## config.mk

```make
export PLATFORM = sky130hd
export DESIGN_NAME = fifo_ctrl_flat
export DESIGN_NICKNAME = d
export VERILOG_FILES = /design/src/rtl/fifo_ctrl_pkg.sv /design/src/rtl/fifo_ctrl_if.sv /design/src/rtl/fifo_ctrl.sv /design/src/flat_wrapper.sv
export SDC_FILE = /design/constraint.sdc
export NUM_CORES = 1
export LEC_CHECK = 0
export BUFFER_PORTS_ARGS = -buffer_cell sky130_fd_sc_hd__buf_2
export CAP_MARGIN = 5
export CORE_ASPECT_RATIO = 0.5
export CORE_UTILIZATION = 30
export DETAILED_ROUTE_END_ITERATION = 8
export PLACE_DENSITY = 0.55
export SYNTH_ARGS = -nofsm -noshare
export SYNTH_HDL_FRONTEND = slang
export SYNTH_SLANG_ARGS = --single-unit
```

## constraint.sdc

```tcl
create_clock -name clk -period 7 [get_ports clk]
set_clock_uncertainty 0.2 [all_clocks]
set_input_delay 0.35 -clock clk [delete_from_list [all_inputs] [get_ports clk]]
set_output_delay 0.35 -clock clk [all_outputs]
set_load 0.03 [all_outputs]
```

## src/rtl/fifo_ctrl_pkg.sv

```systemverilog
// Shared constants and state encoding for the byte-FIFO pointer/flag controller.
package fifo_ctrl_pkg;

  localparam int unsigned FIFO_DEPTH   = 256;
  localparam int unsigned DEF_AF_LEVEL = 240;
  localparam int unsigned DEF_AE_LEVEL = 16;

  // One-hot so empty/full are single-bit decodes of the state register.
  typedef enum logic [2:0] {
    ST_NOMINAL = 3'b001,
    ST_EMPTY   = 3'b010,
    ST_FULL    = 3'b100
  } state_t;

endpackage

```

## src/rtl/fifo_ctrl_if.sv

```systemverilog
// Byte-side handshake, status and RAM control bundle between fifo_ctrl and its parent.
interface fifo_ctrl_if #(
  parameter int unsigned ADDR_W = 8,
  parameter int unsigned DATA_W = 8
);
  logic              push;
  logic [DATA_W-1:0] wr_data;
  logic              pop;
  logic [DATA_W-1:0] rd_data;
  logic              rd_valid;
  logic              flush;
  logic              clear_err;
  logic [DATA_W-1:0] ram_wdata;
  logic [ADDR_W-1:0] ram_waddr;
  logic              ram_we;
  logic [ADDR_W-1:0] ram_raddr;
  logic              ram_re;
  logic [DATA_W-1:0] ram_rdata;
  logic              empty;
  logic              full;
  logic              almost_full;
  logic              almost_empty;
  logic [ADDR_W:0]   count;
  logic              overflow;
  logic              underflow;

  modport slave (
    input  push, wr_data, pop, flush, clear_err, ram_rdata,
    output rd_data, rd_valid, ram_wdata, ram_waddr, ram_we, ram_raddr, ram_re,
           empty, full, almost_full, almost_empty, count, overflow, underflow
  );

  modport master (
    output push, wr_data, pop, flush, clear_err, ram_rdata,
    input  rd_data, rd_valid, ram_wdata, ram_waddr, ram_we, ram_raddr, ram_re,
           empty, full, almost_full, almost_empty, count, overflow, underflow
  );
endinterface

```

## src/rtl/fifo_ctrl.sv

```systemverilog
// Pointer, occupancy and flag controller sequencing an external RAM256x8 as a byte FIFO.
module fifo_ctrl
  import fifo_ctrl_pkg::*;
#(
  parameter int unsigned ADDR_W   = $clog2(FIFO_DEPTH),
  parameter int unsigned DATA_W   = 8,
  parameter int unsigned AF_LEVEL = DEF_AF_LEVEL,
  parameter int unsigned AE_LEVEL = DEF_AE_LEVEL
) (
  input  logic        clk,
  input  logic        reset,
  fifo_ctrl_if.slave  bus
);

  localparam logic [ADDR_W:0] DEPTH_C = (ADDR_W+1)'(2**ADDR_W);
  localparam logic [ADDR_W:0] AF_C    = (ADDR_W+1)'(AF_LEVEL);
  localparam logic [ADDR_W:0] AE_C    = (ADDR_W+1)'(AE_LEVEL);

  state_t            state, state_nxt;
  logic [ADDR_W-1:0] waddr, raddr;
  logic [ADDR_W:0]   cnt, cnt_nxt;
  logic              push_acc, pop_acc, push_rej, pop_rej;
  logic              rd_valid_q, af_q, ae_q, ovf_q, udf_q;
  logic [DATA_W-1:0] wdata, rdata;

  // Acceptance uses the registered state; flush swallows both requests.
  always_comb begin
    push_acc = bus.push & ~bus.flush & (state != ST_FULL);
    pop_acc  = bus.pop  & ~bus.flush & (state != ST_EMPTY);
    push_rej = bus.push & ~bus.flush & (state == ST_FULL);
    pop_rej  = bus.pop  & ~bus.flush & (state == ST_EMPTY);
  end

  always_comb begin
    cnt_nxt = '0;
    if (!bus.flush)
      cnt_nxt = cnt + (ADDR_W+1)'(push_acc) - (ADDR_W+1)'(pop_acc);
  end

  always_comb begin
    state_nxt = ST_NOMINAL;
    if (cnt_nxt == '0)
      state_nxt = ST_EMPTY;
    else if (cnt_nxt == DEPTH_C)
      state_nxt = ST_FULL;
  end

  always_ff @(posedge clk) begin
    if (reset) begin
      waddr      <= '0;
      raddr      <= '0;
      cnt        <= '0;
      state      <= ST_EMPTY;
      rd_valid_q <= 1'b0;
      af_q       <= 1'b0;
      ae_q       <= 1'b1;
      ovf_q      <= 1'b0;
      udf_q      <= 1'b0;
    end else begin
      waddr      <= bus.flush ? '0 : waddr + ADDR_W'(push_acc);
      raddr      <= bus.flush ? '0 : raddr + ADDR_W'(pop_acc);
      cnt        <= cnt_nxt;
      state      <= state_nxt;
      rd_valid_q <= pop_acc;
      af_q       <= (cnt_nxt >= AF_C);
      ae_q       <= (cnt_nxt <= AE_C);
      // Set takes precedence over a clear in the same cycle.
      ovf_q      <= push_rej | (ovf_q & ~bus.clear_err);
      udf_q      <= pop_rej  | (udf_q & ~bus.clear_err);
    end
  end

  assign wdata = bus.wr_data;
  assign rdata = bus.ram_rdata;

  assign bus.ram_wdata    = wdata;
  assign bus.ram_waddr    = waddr;
  assign bus.ram_we       = push_acc;
  assign bus.ram_raddr    = raddr;
  assign bus.ram_re       = pop_acc;
  assign bus.rd_data      = rdata;
  assign bus.rd_valid     = rd_valid_q;
  assign bus.empty        = (state == ST_EMPTY);
  assign bus.full         = (state == ST_FULL);
  assign bus.almost_full  = af_q;
  assign bus.almost_empty = ae_q;
  assign bus.count        = cnt;
  assign bus.overflow     = ovf_q;
  assign bus.underflow    = udf_q;

endmodule

```

## src/flat_wrapper.sv

```systemverilog
// flat-port wrapper written by rule: the top's interface ports become plain ports
module fifo_ctrl_flat import fifo_ctrl_pkg::*;
#(
  parameter int unsigned ADDR_W   = $clog2(FIFO_DEPTH),
  parameter int unsigned DATA_W   = 8,
  parameter int unsigned AF_LEVEL = DEF_AF_LEVEL,
  parameter int unsigned AE_LEVEL = DEF_AE_LEVEL
)
  (clk, reset, bus_push, bus_wr_data, bus_pop, bus_flush, bus_clear_err, bus_ram_rdata, bus_rd_data, bus_rd_valid, bus_ram_wdata, bus_ram_waddr, bus_ram_we, bus_ram_raddr, bus_ram_re, bus_empty, bus_full, bus_almost_full, bus_almost_empty, bus_count, bus_overflow, bus_underflow);
  fifo_ctrl_if #(.ADDR_W(ADDR_W), .DATA_W(DATA_W)) bus_i ();
  input  logic clk;
  input  logic reset;
  input wire logic [$bits(bus_i.push)-1:0] bus_push;
  input wire logic [$bits(bus_i.wr_data)-1:0] bus_wr_data;
  input wire logic [$bits(bus_i.pop)-1:0] bus_pop;
  input wire logic [$bits(bus_i.flush)-1:0] bus_flush;
  input wire logic [$bits(bus_i.clear_err)-1:0] bus_clear_err;
  input wire logic [$bits(bus_i.ram_rdata)-1:0] bus_ram_rdata;
  output wire logic [$bits(bus_i.rd_data)-1:0] bus_rd_data;
  output wire logic [$bits(bus_i.rd_valid)-1:0] bus_rd_valid;
  output wire logic [$bits(bus_i.ram_wdata)-1:0] bus_ram_wdata;
  output wire logic [$bits(bus_i.ram_waddr)-1:0] bus_ram_waddr;
  output wire logic [$bits(bus_i.ram_we)-1:0] bus_ram_we;
  output wire logic [$bits(bus_i.ram_raddr)-1:0] bus_ram_raddr;
  output wire logic [$bits(bus_i.ram_re)-1:0] bus_ram_re;
  output wire logic [$bits(bus_i.empty)-1:0] bus_empty;
  output wire logic [$bits(bus_i.full)-1:0] bus_full;
  output wire logic [$bits(bus_i.almost_full)-1:0] bus_almost_full;
  output wire logic [$bits(bus_i.almost_empty)-1:0] bus_almost_empty;
  output wire logic [$bits(bus_i.count)-1:0] bus_count;
  output wire logic [$bits(bus_i.overflow)-1:0] bus_overflow;
  output wire logic [$bits(bus_i.underflow)-1:0] bus_underflow;
  assign bus_i.push = bus_push;
  assign bus_i.wr_data = bus_wr_data;
  assign bus_i.pop = bus_pop;
  assign bus_i.flush = bus_flush;
  assign bus_i.clear_err = bus_clear_err;
  assign bus_i.ram_rdata = bus_ram_rdata;
  assign bus_rd_data = bus_i.rd_data;
  assign bus_rd_valid = bus_i.rd_valid;
  assign bus_ram_wdata = bus_i.ram_wdata;
  assign bus_ram_waddr = bus_i.ram_waddr;
  assign bus_ram_we = bus_i.ram_we;
  assign bus_ram_raddr = bus_i.ram_raddr;
  assign bus_ram_re = bus_i.ram_re;
  assign bus_empty = bus_i.empty;
  assign bus_full = bus_i.full;
  assign bus_almost_full = bus_i.almost_full;
  assign bus_almost_empty = bus_i.almost_empty;
  assign bus_count = bus_i.count;
  assign bus_overflow = bus_i.overflow;
  assign bus_underflow = bus_i.underflow;
  fifo_ctrl #(.ADDR_W(ADDR_W), .DATA_W(DATA_W), .AF_LEVEL(AF_LEVEL), .AE_LEVEL(AE_LEVEL)) u_core (.clk(clk), .reset(reset), .bus(bus_i));
endmodule
```

Word-level counts from Yosys, hierarchy flattened --
Index checks and enable logic that the tools add are counted.
Cells by class: add/sub/neg operators 4, magnitude comparators 2, eq/ne operators 5, multiplexer cells 2, bitwise logic cells 12, reductions and logical operators 3
Operators with widths (count):
- 8-bit by 1-bit adder with 8-bit output | 2
- 9-bit by 1-bit adder with 9-bit output | 1
- 9-bit equality test (second input constant) | 1
- 9-bit by 8-bit >= comparator with 1-bit output (second input constant) | 1
- 9-bit by 5-bit less-or-equal comparator with 1-bit output (second input constant) | 1
- 9-bit zero test | 1
- 9-bit 2-to-1 mux | 1
- 9-bit by 1-bit subtractor with 9-bit output | 1
- 1-bit AND | 8
- 2-bit OR reduction | 2
- 3-bit by 2-bit equality test with 1-bit output (second input constant) | 1
- 3-bit equality test (second input constant) | 1
- 3-bit 2-to-1 mux | 1
- 3-bit by 2-bit != test with 1-bit output (second input constant) | 1
- 3-bit != test (second input constant) | 1
- 1-bit inverter | 2
- 1-bit bitwise OR | 2
Storage, ports and cells: register bits 33, input bits 22, output and inout port bits 50, logic and storage cells 37

Logic depth before layout (Yosys ltp) --
word-level depth 8, depth in mapped cells 13, mapped depth without buffers 12

Least setup slack after synthesis --
Ideal clock, no wire load.
kind reg-to-reg, start register u_core.state[2], end register u_core.ae_q (netlist: u_core.bus.almost_empty), library setup time 95 ps, arrival 3597 ps, data required time 6705 ps, setup slack 3108 ps, stages on the path, launching flop included 12, buffers on the path 0, clock period less this slack 3892 ps, cells stage by stage dfxtp_1 > nor3b_1 > nor3b_1 > xor2_1 > ha_1 > fa_1 > a211oi_2 > or4_1 > nand3_1 > nor2_1 > o21ai_0 > a221oi_1
Between the ends: longest elaborated chain between the ends 6, elaborated cells on any way between the ends 8, those cells by class add/sub (2); order compare (1); eq/ne (2); mux (1); bitwise (2)
RTL lines:
- start, declared | RTL line fifo_ctrl.sv:19 | state_t state, state_nxt;
- start signal, assigned | RTL line fifo_ctrl.sv:63 | state <= state_nxt;
- 3-bit != test | RTL line fifo_ctrl.sv:28 | push_acc = bus.push & ~bus.flush & (state != ST_FULL);
- 1-bit AND | RTL line fifo_ctrl.sv:28
- named net bus_ram_we | RTL line flat_wrapper.sv:23 | output wire logic [$bits(bus_i.ram_we)-1:0] bus_ram_we;
- 9-bit by 1-bit adder with 9-bit output | RTL line fifo_ctrl.sv:37 | cnt_nxt = cnt + (ADDR_W+1)'(push_acc) - (ADDR_W+1)'(pop_acc);
- 9-bit by 1-bit subtractor with 9-bit output | RTL line fifo_ctrl.sv:37
- 9-bit 2-to-1 mux | RTL line fifo_ctrl.sv:36 | if (!bus.flush)
- 9-bit by 5-bit less-or-equal comparator with 1-bit output | RTL line fifo_ctrl.sv:66 | ae_q <= (cnt_nxt <= AE_C);
- end signal, assigned | RTL line fifo_ctrl.sv:66
- end, declared | RTL line fifo_ctrl.sv:23 | logic rd_valid_q, af_q, ae_q, ovf_q, udf_q;
The timed path passes the listed nets, and every way through them passes these cells. A chain may end at the register's enable or synchronous reset.

Final worst setup path --
start register u_core.state[2], end register u_core.ae_q (netlist: u_core.bus.almost_empty)
Between the ends: longest elaborated chain between the ends 6, elaborated cells on any way between the ends 8, those cells by class add/sub (2); order compare (1); eq/ne (2); mux (1); bitwise (2)
RTL lines (RTL line):
- 3-bit != test | fifo_ctrl.sv:28
- 1-bit AND | fifo_ctrl.sv:28
- 9-bit by 1-bit adder with 9-bit output | fifo_ctrl.sv:37
- 9-bit by 1-bit subtractor with 9-bit output (*) | fifo_ctrl.sv:37
- 9-bit 2-to-1 mux (*) | fifo_ctrl.sv:36
- 9-bit by 5-bit less-or-equal comparator with 1-bit output (*) | fifo_ctrl.sv:66
Mark *: on every way between the ends. The rest lies on a longest branch, timed or not.

==> flow_metrics.tcl <==
set metrics [dict create \
    final_antenna_net_count 0 \
    worstSetupStartpoint "u_core.state[2]" \
    core_mm2 0.00561 \
    hold_viol 0 \
    die_x_um 111 \
    syn_inst 195 \
    worst_slew_pin_slew_ns 0.494 \
    worstHoldPathCells 3 \
    drive_above_1_share 0.267 \
    r2r-start "u_core.state[2]" \
    rsz0062_at_grt "false" \
    hpwl_mm 2.67 \
    power_density_mw_per_mm2 430 \
    postCtsSetupBuffers 0 \
    finalSetupViolCount 0 \
    postPlaceCellArea_mm2 0.00194 \
    numPortBuffers 39 \
    instances_no_fill 294 \
    critPathRequiredTime_ns 6.98 \
    die_h_um 56.7 \
    dr.pass1.iters 6 \
    seq_area_frac_synth 0.368 \
    h-tree-depth 2 \
    cts_resized 0 \
    leakagePower_nw 0.930 \
    clock_sinks 33 \
    synth_area_per_cell_um2 9.19 \
    reg2regPathDepth 11 \
    regToRegSetupSlack_ns 3.71 \
    slew_headroom 0.670 \
    ir_drop_mv 0.132 \
    hold_buffers 0 \
    avgViaCountPerCell 4.56 \
    cts_tree "done" \
    maxCapViolCount 0 \
    rows 19 \
    wl_per_cell_um 12.6 \
    dieArea_mm2 0.00631 \
    failed_checks "design-rule violations" \
    finalSetupTns_ns 0 \
    cts_buffers 5 \
    ios 72 \
    gp_congestion 0.787 \
    area_delta_synth_final_pct 15.7 \
    cp_max_fo 4 \
    critPathLaunchType "register" \
    netlist_area_mm2 0.00179 \
    hold_slack_ns 0.162 \
    overflow 0 \
    synth-main-ff-cell "dfxtp_1" \
    drc 12 \
    stdcell_area_mm2 0.00207 \
    period_share 0.470 \
    grt_first_pass_wirelength_mm 6.13 \
    worst_skew_pair.late_latency_ns 0.27 \
    status "finished, violations left" \
    path_class "reg2reg" \
    cp-end-kind "register" \
    drtIter0Drc 67 \
    final_util 0.370 \
    hold_class "in2reg" \
    whs_endpoint "u_core.bus.overflow" \
    r2r_end "u_core.bus.almost_empty" \
    wl_mm 3.71 \
    layout_min_cycle_time_ns 3.29 \
    dpl.cell_count 286 \
    cp.arrival_ns 3.27 \
    synthArstFlopShare 0 \
    finalMaxSlewViolations 0 \
    n_antenna_cell 0 \
    finalPower_uw 893 \
    clk_path_buf_depth 2 \
    fin_ws_ns 3.71 \
    grtUsageTotal 0.124 \
    antenna_found_initial 0 \
    grt_max_degree 17 \
    yosysWarnings 0 \
    max_clock_freq_mhz 304 \
    start_util 0.320 \
    root_buffer "clkbuf_16" \
    syn_nets 229 \
    ys_ff_latch 33 \
    hold_start "bus_clear_err" \
    fin_nets 254 \
    vias 1342 \
    synth-edff-count 0 \
    path_clk_slew_ns 0.05 \
    yosys.cell_types.count 41 \
    grt_pass1_vias 1299 \
    pre_cts_slack_ns 3.69 \
]
[where the power goes]
group	switching, mW	internal [mW]
sequential	0.0216	0.221
clock	0.0751	0.130
combinational	0.266	0.178
[flip-flops by register name (all words and copies together), names as in the netlist]
name,count
u_core.bus.almost_empty,1
u_core.state,3
u_core.bus.ram_waddr,8
u_core.bus.count,9
u_core.bus.ram_raddr,8
u_core.bus.almost_full,1
u_core.bus.underflow,1
u_core.bus.overflow,1
u_core.bus.rd_valid,1
[synth_stat cells (2+ instances only)]
master    number  area share
and3_1         5       0.017
nand2b_1       3       0.010
a21oi_1        7       0.020
nand3b_1       2      0.0084
a211oi_2       2       0.014
nand3_1        8       0.022
or3_1          2      0.0070
nor4b_1        2      0.0098
o21ai_0        9       0.025
nor2_1        23       0.048
dfxtp_1       33        0.37
mux2i_1        2       0.011
clkbuf_1       3      0.0063
xnor2_1        9       0.044
a31o_1         2      0.0098
nor3b_4        2       0.021
ha_1          11       0.077
or2_2          2      0.0070
nor3b_1        4       0.017
inv_1         10       0.021
buf_4         17       0.071
nor3_1         4       0.011
and2_1         6       0.021
xor2_1         8       0.039
nand2_1        3      0.0063
[worst max path at each step]
stage,cells after the start,slack (ns),to
finish,11,3.71,u_core.bus.almost_empty
global route,11,3.41,u_core.bus.almost_empty
CTS,11,3.70,u_core.bus.almost_empty
detailed placement,11,3.69,u_core.bus.almost_empty
global placement,11,3.80,u_core.bus.almost_empty
floorplan,11,3.11,u_core.bus.almost_empty
[layer usage]
metal  global-route usage  part of all wire
met5                    0                 0
met3               0.0454             0.050
met2                0.197              0.46
met1                0.144              0.46
met4               0.0772             0.028
[cells in the final DEF, fill, tap and decap left out, types with 2 or more instances in the layout]
cell | netlist | routed
ha_1 | 11 | 11
nand3b_1 | 2 | 2
nor2_1 | 23 | 23
nor3_1 | 4 | 4
or2_2 | 2 | 2
and2_1 | 6 | 6
nand3_1 | 8 | 8
xnor2_1 | 9 | 9
dfxtp_1 | 33 | 33
buf_2 | 1 | 39
nor4b_1 | 2 | 2
xor2_1 | 8 | 8
mux2i_1 | 2 | 2
inv_1 | 10 | 10
nand2b_1 | 3 | 3
a211oi_2 | 2 | 2
and3_1 | 5 | 5
a21oi_1 | 7 | 7
clkbuf_16 | 0 | 5
nor3b_1 | 4 | 4
nor3b_4 | 2 | 2
clkinv_2 | 0 | 2
or3_1 | 2 | 2
o21ai_0 | 9 | 9
nand2_1 | 3 | 3
a31o_1 | 2 | 2
[critical path: stages, from the launching register on]
cell	delay (ns)
dfxtp_1	0.36
nor3b_1	0.37
nor3b_1	0.17
xor2_1	0.19
ha_1	0.24
fa_1	0.42
a211oi_2	0.29
or4_1	0.18
nand3_1	0.10
nor2_1	0.23
o21ai_0	0.14
a221oi_1	0.30
[cell type report]
type | count | area (µm²)
Clock buffer | 6 | 129
Clock inverter | 2 | 10.0
Fill cell | 581 | 3540
Inverter | 10 | 37.5
Multi-Input combinational cell | 131 | 951
Sequential cell | 33 | 661
Tap cell | 73 | 91.3
Timing Repair Buffer | 39 | 195
[cell families after synthesis]
kind of cell               Yosys count  share of synthesized area
AOI/OAI and AO/OA                   26                     0.0991
DFF                                 33                      0.368
and+or+nand+nor                     74                      0.249
xor gates and xnor gates            17                     0.0830
buffers and inverters               31                      0.101
adders and majority gates           12                     0.0879
muxes                                2                     0.0112
Power figures use the tool's default switching activity.
